--- src/rtl/zxuno_regfifo.sv ---
// zxuno_regfifo: two byte FIFOs (RX from a peripheral, TX to a peripheral)
// exposed to the CPU through two ZX-Uno registers. REG_DATA pushes TX on
// write and pops RX on read. REG_STAT reports flags and clears them on write.
module zxuno_regfifo #(
    parameter logic [7:0] REG_DATA   = 8'hC6,
    parameter logic [7:0] REG_STAT   = 8'hC7,
    parameter int         DEPTH_LOG2 = 4
) (
    input  logic       clk,
    input  logic       rst_n,
    input  logic [7:0] zxuno_addr,
    input  logic       zxuno_regrd,
    input  logic       zxuno_regwr,
    input  logic [7:0] din,
    output logic [7:0] dout,
    output logic       oe,
    input  logic [7:0] rx_data,
    input  logic       rx_strobe,
    output logic [7:0] tx_data,
    output logic       tx_valid,
    input  logic       tx_ready
);

    localparam int DEPTH = 1 << DEPTH_LOG2;
    localparam logic [DEPTH_LOG2:0] FULL_COUNT = (DEPTH_LOG2 + 1)'(DEPTH);

    // CPU strobe tracking
    logic rd_d;
    logic wr_d;
    logic rd_block;
    logic wr_block;
    logic rd_armed;

    logic wr_event;
    logic rd_start;
    logic rd_end;
    logic stat_wr;
    logic rx_flush;

    // RX FIFO state
    logic [7:0]            rx_mem [DEPTH];
    logic [DEPTH_LOG2-1:0] rx_wr_ptr;
    logic [DEPTH_LOG2-1:0] rx_rd_ptr;
    logic [DEPTH_LOG2:0]   rx_count;
    logic                  rx_ovf;
    logic                  rx_nonempty;
    logic                  rx_full;
    logic                  rx_push;
    logic                  rx_pop;
    logic                  rx_drop;

    // TX FIFO state
    logic [7:0]            tx_mem [DEPTH];
    logic [DEPTH_LOG2-1:0] tx_wr_ptr;
    logic [DEPTH_LOG2-1:0] tx_rd_ptr;
    logic [DEPTH_LOG2:0]   tx_count;
    logic                  tx_ovf;
    logic                  tx_full;
    logic                  tx_push_req;
    logic                  tx_push;
    logic                  tx_pop;
    logic                  tx_drop;

    logic [3:0]            rx_count_sat;
    logic [7:0]            stat_byte;

    // An event needs a fresh rising strobe. The block flags stop a strobe
    // that was already high across reset from counting as a new access.
    assign wr_event    = zxuno_regwr & ~wr_d & ~wr_block;
    assign rd_start    = zxuno_regrd & ~rd_d & ~rd_block;
    assign rd_end      = ~zxuno_regrd & rd_d;
    assign stat_wr     = wr_event & (zxuno_addr == REG_STAT);
    assign tx_push_req = wr_event & (zxuno_addr == REG_DATA);
    assign rx_flush    = stat_wr & din[0];

    assign rx_nonempty = (rx_count != '0);
    assign rx_full     = (rx_count == FULL_COUNT);
    assign tx_valid    = (tx_count != '0);
    assign tx_full     = (tx_count == FULL_COUNT);

    // A full FIFO still accepts a push when a pop frees a slot in the same cycle.
    // A flush discards a simultaneous RX byte without counting it as an overflow.
    assign rx_pop  = rd_end & rd_armed & rx_nonempty;
    assign rx_push = rx_strobe & ~rx_flush & (~rx_full | rx_pop);
    assign rx_drop = rx_strobe & ~rx_flush & rx_full & ~rx_pop;
    assign tx_pop  = tx_valid & tx_ready;
    assign tx_push = tx_push_req & (~tx_full | tx_pop);
    assign tx_drop = tx_push_req & tx_full & ~tx_pop;

    assign tx_data = tx_mem[tx_rd_ptr];

    // Register the CPU strobes and decide at read start whether this read will pop RX.
    always_ff @(posedge clk) begin
        if (!rst_n) begin
            rd_d     <= 1'b0;
            wr_d     <= 1'b0;
            rd_block <= 1'b1;
            wr_block <= 1'b1;
            rd_armed <= 1'b0;
        end else begin
            rd_d     <= zxuno_regrd;
            wr_d     <= zxuno_regwr;
            rd_block <= rd_block & zxuno_regrd;
            wr_block <= wr_block & zxuno_regwr;
            if (rd_start) begin
                rd_armed <= (zxuno_addr == REG_DATA) && rx_nonempty;
            end else if (rd_end) begin
                rd_armed <= 1'b0;
            end
        end
    end

    // Write incoming bytes into the FIFO storage; contents survive reset.
    always_ff @(posedge clk) begin
        if (rx_push) begin
            rx_mem[rx_wr_ptr] <= rx_data;
        end
        if (tx_push) begin
            tx_mem[tx_wr_ptr] <= din;
        end
    end

    // RX pointers and occupancy, with flush taking priority over push/pop.
    always_ff @(posedge clk) begin
        if (!rst_n) begin
            rx_wr_ptr <= '0;
            rx_rd_ptr <= '0;
            rx_count  <= '0;
        end else if (rx_flush) begin
            rx_wr_ptr <= '0;
            rx_rd_ptr <= '0;
            rx_count  <= '0;
        end else begin
            if (rx_push) begin
                rx_wr_ptr <= rx_wr_ptr + 1'b1;
            end
            if (rx_pop) begin
                rx_rd_ptr <= rx_rd_ptr + 1'b1;
            end
            case ({rx_push, rx_pop})
                2'b10:   rx_count <= rx_count + 1'b1;
                2'b01:   rx_count <= rx_count - 1'b1;
                default: rx_count <= rx_count;
            endcase
        end
    end

    // TX pointers and occupancy.
    always_ff @(posedge clk) begin
        if (!rst_n) begin
            tx_wr_ptr <= '0;
            tx_rd_ptr <= '0;
            tx_count  <= '0;
        end else begin
            if (tx_push) begin
                tx_wr_ptr <= tx_wr_ptr + 1'b1;
            end
            if (tx_pop) begin
                tx_rd_ptr <= tx_rd_ptr + 1'b1;
            end
            case ({tx_push, tx_pop})
                2'b10:   tx_count <= tx_count + 1'b1;
                2'b01:   tx_count <= tx_count - 1'b1;
                default: tx_count <= tx_count;
            endcase
        end
    end

    // Sticky overflow flags; a new overflow beats a same-cycle clear.
    always_ff @(posedge clk) begin
        if (!rst_n) begin
            rx_ovf <= 1'b0;
            tx_ovf <= 1'b0;
        end else begin
            if (rx_drop) begin
                rx_ovf <= 1'b1;
            end else if (stat_wr && din[5]) begin
                rx_ovf <= 1'b0;
            end
            if (tx_drop) begin
                tx_ovf <= 1'b1;
            end else if (stat_wr && din[4]) begin
                tx_ovf <= 1'b0;
            end
        end
    end

    // The status byte holds only four count bits, so the RX count saturates at 15.
    always_comb begin
        int rx_count_int;
        rx_count_int = int'(rx_count);
        rx_count_sat = (rx_count_int > 15) ? 4'd15 : 4'(rx_count_int);
        stat_byte    = {rx_nonempty, tx_full, rx_ovf, tx_ovf, rx_count_sat};
    end

    // CPU read mux and bus drive enable.
    always_comb begin
        dout = 8'h00;
        oe   = 1'b0;
        if (zxuno_addr == REG_DATA) begin
            dout = rx_nonempty ? rx_mem[rx_rd_ptr] : 8'h00;
            oe   = zxuno_regrd;
        end else if (zxuno_addr == REG_STAT) begin
            dout = stat_byte;
            oe   = zxuno_regrd;
        end
    end

endmodule
--- config.mk ---
export PLATFORM = sky130hd
export DESIGN_NAME = zxuno_regfifo
export DESIGN_NICKNAME = d
export VERILOG_FILES = /design/src/rtl/zxuno_regfifo.sv
export SDC_FILE = /design/constraint.sdc
export NUM_CORES = 1
export LEC_CHECK = 0
export ABC_AREA = 0
export CAP_MARGIN = 20
export CORE_MARGIN = 4
export CORE_UTILIZATION = 35
export CTS_BUF_LIST = sky130_fd_sc_hd__clkbuf_16
export CTS_CLUSTER_DIAMETER = 200
export CTS_CLUSTER_SIZE = 40
export DETAILED_ROUTE_END_ITERATION = 16
export DONT_BUFFER_PORTS = 1
export GPL_ROUTABILITY_DRIVEN = 1
export HOLD_SLACK_MARGIN = 0.1
export PLACE_DENSITY_LB_ADDON = 0.15
export SKIP_CTS_REPAIR_TIMING = 1
export SLEW_MARGIN = 20
export SYNTH_ARGS = -nofsm -noshare
export SYNTH_HDL_FRONTEND = slang
export SYNTH_SLANG_ARGS = --single-unit
--- constraint.sdc ---
create_clock -name clk -period 3.5 [get_ports clk]
set_input_delay 0.875 -clock clk [delete_from_list [all_inputs] [get_ports clk]]
set_output_delay 0.875 -clock clk [all_outputs]
set_load 0.01 [all_outputs]
-- After elaboration in Yosys (flattened, before gate mapping)
Memory sizes are Yosys's and may differ from the RTL's. A register that Yosys moved wholly into a read port is not among the register bits.
Cells that the tools add are included.
W data, S select, Z words.
- flip-flop bits (word level): 33
- memory bits (writable): 256
- bits of input ports: 30
- output and inout bits: 18
- word-level logic and storage cells: 98
- memories: 2
- $add $sub $neg: 8
- order comparisons: 1
- equal/unequal tests: 8
- muxes and demuxes: 22
- bitwise operators: 33
- reduce and logical (&&, ||, !) cells: 11
- memory list (name ; depth ; bits a word ; rd ports ; clocked after memory_dff ; wr ports ; line ; source):
    rx_mem ; 16 ; 8 ; 1 ; 1 ; 1 ; 41 ; logic [7:0] rx_mem [DEPTH];
    tx_mem ; 16 ; 8 ; 1 ; 1 ; 1 ; 53 ; logic [7:0] tx_mem [DEPTH];
- operators by type and width (cell ; count):
    $mux W8 ; 3
    $and A1 B1 Y1 ; 20
    $mux W4 ; 5
    $pmux W5 S2 ; 2
    $add A4 B1 Y4 const B ; 4
    $eq A8 B8 Y1 const B ; 2
    $mux W1 ; 12
    $not A1 Y1 ; 11
    $add A5 B1 Y5 const B ; 2
    $eq A5 B5 Y1 const B ; 2
    $reduce_bool A2 Y1 ; 5
    $reduce_bool A5 Y1 ; 2
    $sub A5 B1 Y5 const B ; 2
    $gt A5 B4 Y1 const B ; 1
    $eq A2 B1 Y1 const B ; 2
    $eq A2 B2 Y1 const B ; 2
    $logic_and A1 B1 Y1 ; 3
    $or A1 B1 Y1 ; 2
    $reduce_or A2 Y1 ; 1

-- Longest topological paths before layout
- word-level depth: 10
- gate-level depth with buffers: 12
- depth with buffers taken out: 11

-- Least setup slack after synthesis
No wires, ideal clock.
- path kind: input to register
- from: in zxuno_addr[4]
- to: reg tx_count[4]
- library setup time: 0.076 ns
- arrival time: 3.439 ns
- data required time: 3.424 ns
- slack: -0.014 ns
- cell stages on the path: 12
- buffers on the path: 1
- cell sequence: nand4bb_1 nor4_2 and2_1 buf_2 inv_1 ha_1 fa_1 a21o_1 a21oi_1 xor2_1 or3_1 a21boi_0
- cells in the longest elaborated chain, start to end: 5
- elaborated cells between the ends (all ways): 7
- those cells by class: eq/ne: 3; mux: 1; bitwise: 2; reduce/logical: 1
- RTL lines (what ; line ; source):
    start: declaration ; 11 ; input logic [7:0] zxuno_addr,
    $eq A8 B8 Y1 (*) ; 73 ; assign tx_push_req = wr_event & (zxuno_addr == REG_DATA);
    $and A1 B1 Y1 (*) ; 73 ;
    $and A1 B1 Y1 (*) ; 87 ; assign tx_push = tx_push_req & (~tx_full | tx_pop);
    $eq A2 B1 Y1 or $eq A2 B2 Y1 (tied branches) ; 161 ; case ({tx_push, tx_pop})
    $pmux W5 S2 or $reduce_bool A2 Y1 (tied branches) ; - ;
    end signal: assignment ; 162 ; 2'b10: tx_count <= tx_count + 1'b1;
    end signal: assignment ; 163 ; 2'b01: tx_count <= tx_count - 1'b1;
    end signal: assignment ; 164 ; default: tx_count <= tx_count;
    end: declaration ; 56 ; logic [DEPTH_LOG2:0] tx_count;
Mark *: on every way between the ends. The rest lies on a longest branch, timed or not.
A chain may end at the register's enable or synchronous reset.

-- Final worst setup path
- from: in zxuno_addr[4]
- to: out dout[6]
- cells in the longest elaborated chain, start to end: 3
- elaborated cells between the ends (all ways): 4
- those cells by class: eq/ne: 2; mux: 2
- RTL lines (what ; line ; source):
    $eq A8 B8 Y1 ; 203 ; end else if (zxuno_addr == REG_STAT) begin
    $mux W8 ; 203 ;
    $mux W8 (*) ; 200 ; if (zxuno_addr == REG_DATA) begin
    end: declaration ; 15 ; output logic [7:0] dout,
Marks and branches as above.

==> results by group <==
Final layout
  • Fillcell total: 3008
  • Synthesis-to-finish area growth: 10.1%
  • Layout cells sized above 1: approximately 22%
  • Antenna diodes: 0
  • Nets: 731

Yosys
  • Post-synth cell types: slightly above 50
  • Seq/Total Area, Yosys: 71.1%
  • Synth Net Count: 695
  • Post-synth top cells: edfxtp_1, mux4_2, nor2_1
  • Count leader, synth: edfxtp_1
  • Yosys warns: 0
  • Area contributors post-synth: edfxtp_1, mux4_2, dfxtp_1, ha_1, mux2i_1
  • Synthesized cell area: around 12000 um^2
  • Ys flop type: edfxtp_1
  • Seq cells post-synth: 297
  • Cells after Synth: approximately 650
  • Synth top area share: 64.3%
  • Post-synth EDFFs: 256
  • Post-synth top area cell: edfxtp_1
  • Ys async rst share: 0%
  • Synth Area per Inst: 18.5 um^2

Drt
  • Final ANT Viol Nets: 0
  • Post-route DRC: 0
  • Post-DR wirelength/cell: 22.8 um
  • Via density: 5.19
  • Drt pass-1 iters: 5
  • Via count: 5882
  • First DRT Iteration DRCs: 366
  • WL final: 25.9 mm

Placement
  • Port bufs: 0
  • Gp weighted congestion: 0.818
  • DP HPWL: between 15 and 20 mm

Power and ir drop
  • Sequential share of power: 69.3%
  • Overall power: 5.59 mW
  • Pleak: 4.12 nW
  • Clk pwr share: 28.8%
  • Net Switching: 1.09 mW
  • Peak VDD IR: 0.269 mV
  • Switching part of the total power: 19.4%
  • Comb power frac: 1.9%
  • Power density over the cells: approximately 420 nW/um^2
  • Internal Power: 4.51 mW

Worst setup path
  • Worst path max stage delay: about 0.33 ns
  • Critical Path RT: 2.62 ns
  • CP arrival: about 2.5 ns
  • Crit-path cells: nand4bb_2 -> buf_4 -> nor3_1 -> nand3b_1 -> o22ai_1 -> a31o_2
  • Reg2reg start: wr_d
  • CP Max Fanout: 7
  • FF-to-FF setup slack: about 0.55 ns
  • RR Endpoint: tx_count[4]
  • Reg2Reg Depth: 11
  • Critical Path End Type: primary output
  • Startpoint class of the critical path: primary input
  • CP startpoint: zxuno_addr[4]
  • Slowest cell on crit path: o22ai_1
  • CP Class: primary input to primary output

Clock network
  • Clk buf depth: 3
  • Num CTS Buffers: 11
  • H-tree Lvls: 1
  • CTS tree: done
  • CTS root buf: clkbuf_16
  • Clk Latency, worst-skew pair: 0.50 ns
  • Worst-path clk slew: 0.14 ns
  • Clock Sinks: 297

Timing
  • Final Hold Viols: 0
  • RSZ-0062 raised after global routing: false
  • Fin crit share: 97.0%
  • Final min period: 3.39 ns
  • F_max: 295 MHz
  • Final Max Tran Viols: 0
  • Final Setup Violations: 0
  • Pin slew with the least headroom to its limit: around 0.84 ns
  • Max transition margin: 44.0%
  • Final Skew: 0.0423 ns
  • Fin Setup TNS: 0 ns

Worst hold path
  • Hold Startpoint: rst_n
  • Worst hold path depth: 1
  • Hold Crit Endpoint: wr_block
  • Worst min path class: primary input to register

Status
  • Status: finished clean

GRT
  • GRT overflow: 0
  • Total GRT Usage: 14.0%
  • First-pass GRT wire length: 38.5 mm
  • Vias in the first global route: 5964
  • Initial antenna violation count: 1
  • Largest net degree at the start of global routing: 42

Floorplan
  • Starting Density: 35.6%
  • # IOs: 48
  • Core Footprint: 33600 um^2
  • Die area: 37200 um^2
  • Chip width: 193 um
  • Die Y: 193 um
  • Std-Cell Rows: 67

Run
  • Maxcap violations: 0
flip-flops by register name (all words and copies together), names as in the netlist, named ones only:
signal	flops
rx_mem	128
tx_mem	128
rx_count	5
tx_count	5
rx_rd_ptr	4
rx_wr_ptr	4
tx_rd_ptr	4
tx_wr_ptr	4
rd_armed	1
rd_block	1
rd_d	1
rx_ovf	1
tx_ovf	1
wr_block	1
wr_d	1
cell type report:
cell class / instances / area [um^2] / share of cell area (%)
flip-flops and latches: 297 / 8510 / 64.6
multi-input cells: 313 / 3310 / 25.1
well taps: 448 / 561 / 4.25
repair buffers: 51 / 438 / 3.32
clock buffers: 11 / 275 / 2.09
clock inverters: 6 / 48.8 / 0.370
inverters: 8 / 30.0 / 0.228
power groups by stage:
stage                     logic [mW]  registers [mW]  clock network (mW)
after floorplan               0.0675            3.95                   0
after global routing           0.114            3.88                1.81
after detailed placement       0.104            3.96                   0
after global placement         0.103            3.95                   0
final                          0.104            3.88                1.61
after CTS                      0.105            3.88                1.68
worst max-delay path by stage:
| stage | to | slack (ns) | cells after the start |
|---|---|---|---|
| after CTS | dout[3] | 0.001 | 5 |
| after floorplan | tx_count[4] | 0.04 | 12 |
| after detailed placement | tx_count[4] | -0.0005 | 11 |
| after global placement | tx_count[4] | 0.1 | 11 |
| final | dout[6] | 0.11 | 6 |
| after global routing | dout[7] | 0.02 | 5 |
layout by cell type (no fill, tap or decap), types with 3 or more instances in the layout:
cell type	Yosys	layout
nand3_1	6	6
mux4_2	73	73
a21oi_1	11	11
inv_1	8	13
nand3b_1	4	4
dfxtp_1	41	39
clkbuf_16	0	12
a21boi_0	3	3
nand2b_1	4	4
mux2i_1	21	20
o22a_1	4	4
o22ai_1	3	3
a21o_1	7	7
nor2_1	45	45
edfxtp_1	256	256
buf_12	0	3
ha_1	17	17
and2_1	14	14
o21ai_0	10	10
nand2_1	21	21
xnor2_1	11	11
xor2_1	8	8
nor3_1	13	13
buf_4	1	47
nor2b_1	4	4
routing by layer:
layer	vias up	routed length, um	GRT usage (%)
met4	0	227	1.89
met3	16	1190	1.92
li1	2610	-	-
met5	-	0	0
met1	3137	12500	21.4
met2	119	12000	21.9
worst max-delay path: cells and delay by family:
kind	cells	cell delay (ns)
AOI/OAI and AO/OA	2	0.55
buffers and inverters	1	0.20
and+or+nand+nor	3	0.90
stage by stage:
| stage | hold slack, ns | util, % | std cells | worst slack [ns] | cell area, um^2 |
|---|---|---|---|---|---|
| after floorplan | 0.434 | - | 646 | 0.0410 | 12000 |
| after global placement | 0.452 | 38.1 | 1116 | 0.0986 | 12800 |
| after detailed placement | 0.458 | 38.1 | 1116 | -0.000490 | 12800 |
| after CTS | 0.414 | 39.1 | 1133 | 0.00149 | 13100 |
| after global routing | 0.402 | 39.2 | 1134 | 0.0189 | 13200 |
| final | 0.438 | 39.2 | 1134 | 0.106 | 13200 |
logic make-up (layout without fill, tap and decap cells):
family / Yosys count / count (layout) / share of synthesized area, %
flops: 297 / 297 / 71.1
xor+xnor: 19 / 19 / 1.39
fa+ha+maj: 19 / 19 / 2.11
buf+inv: 36 / 76 / 1.39
mux: 94 / 94 / 15.5
simple gates: 132 / 132 / 5.71
compound gates: 49 / 49 / 2.77
(Power assumes the default switching activity.)
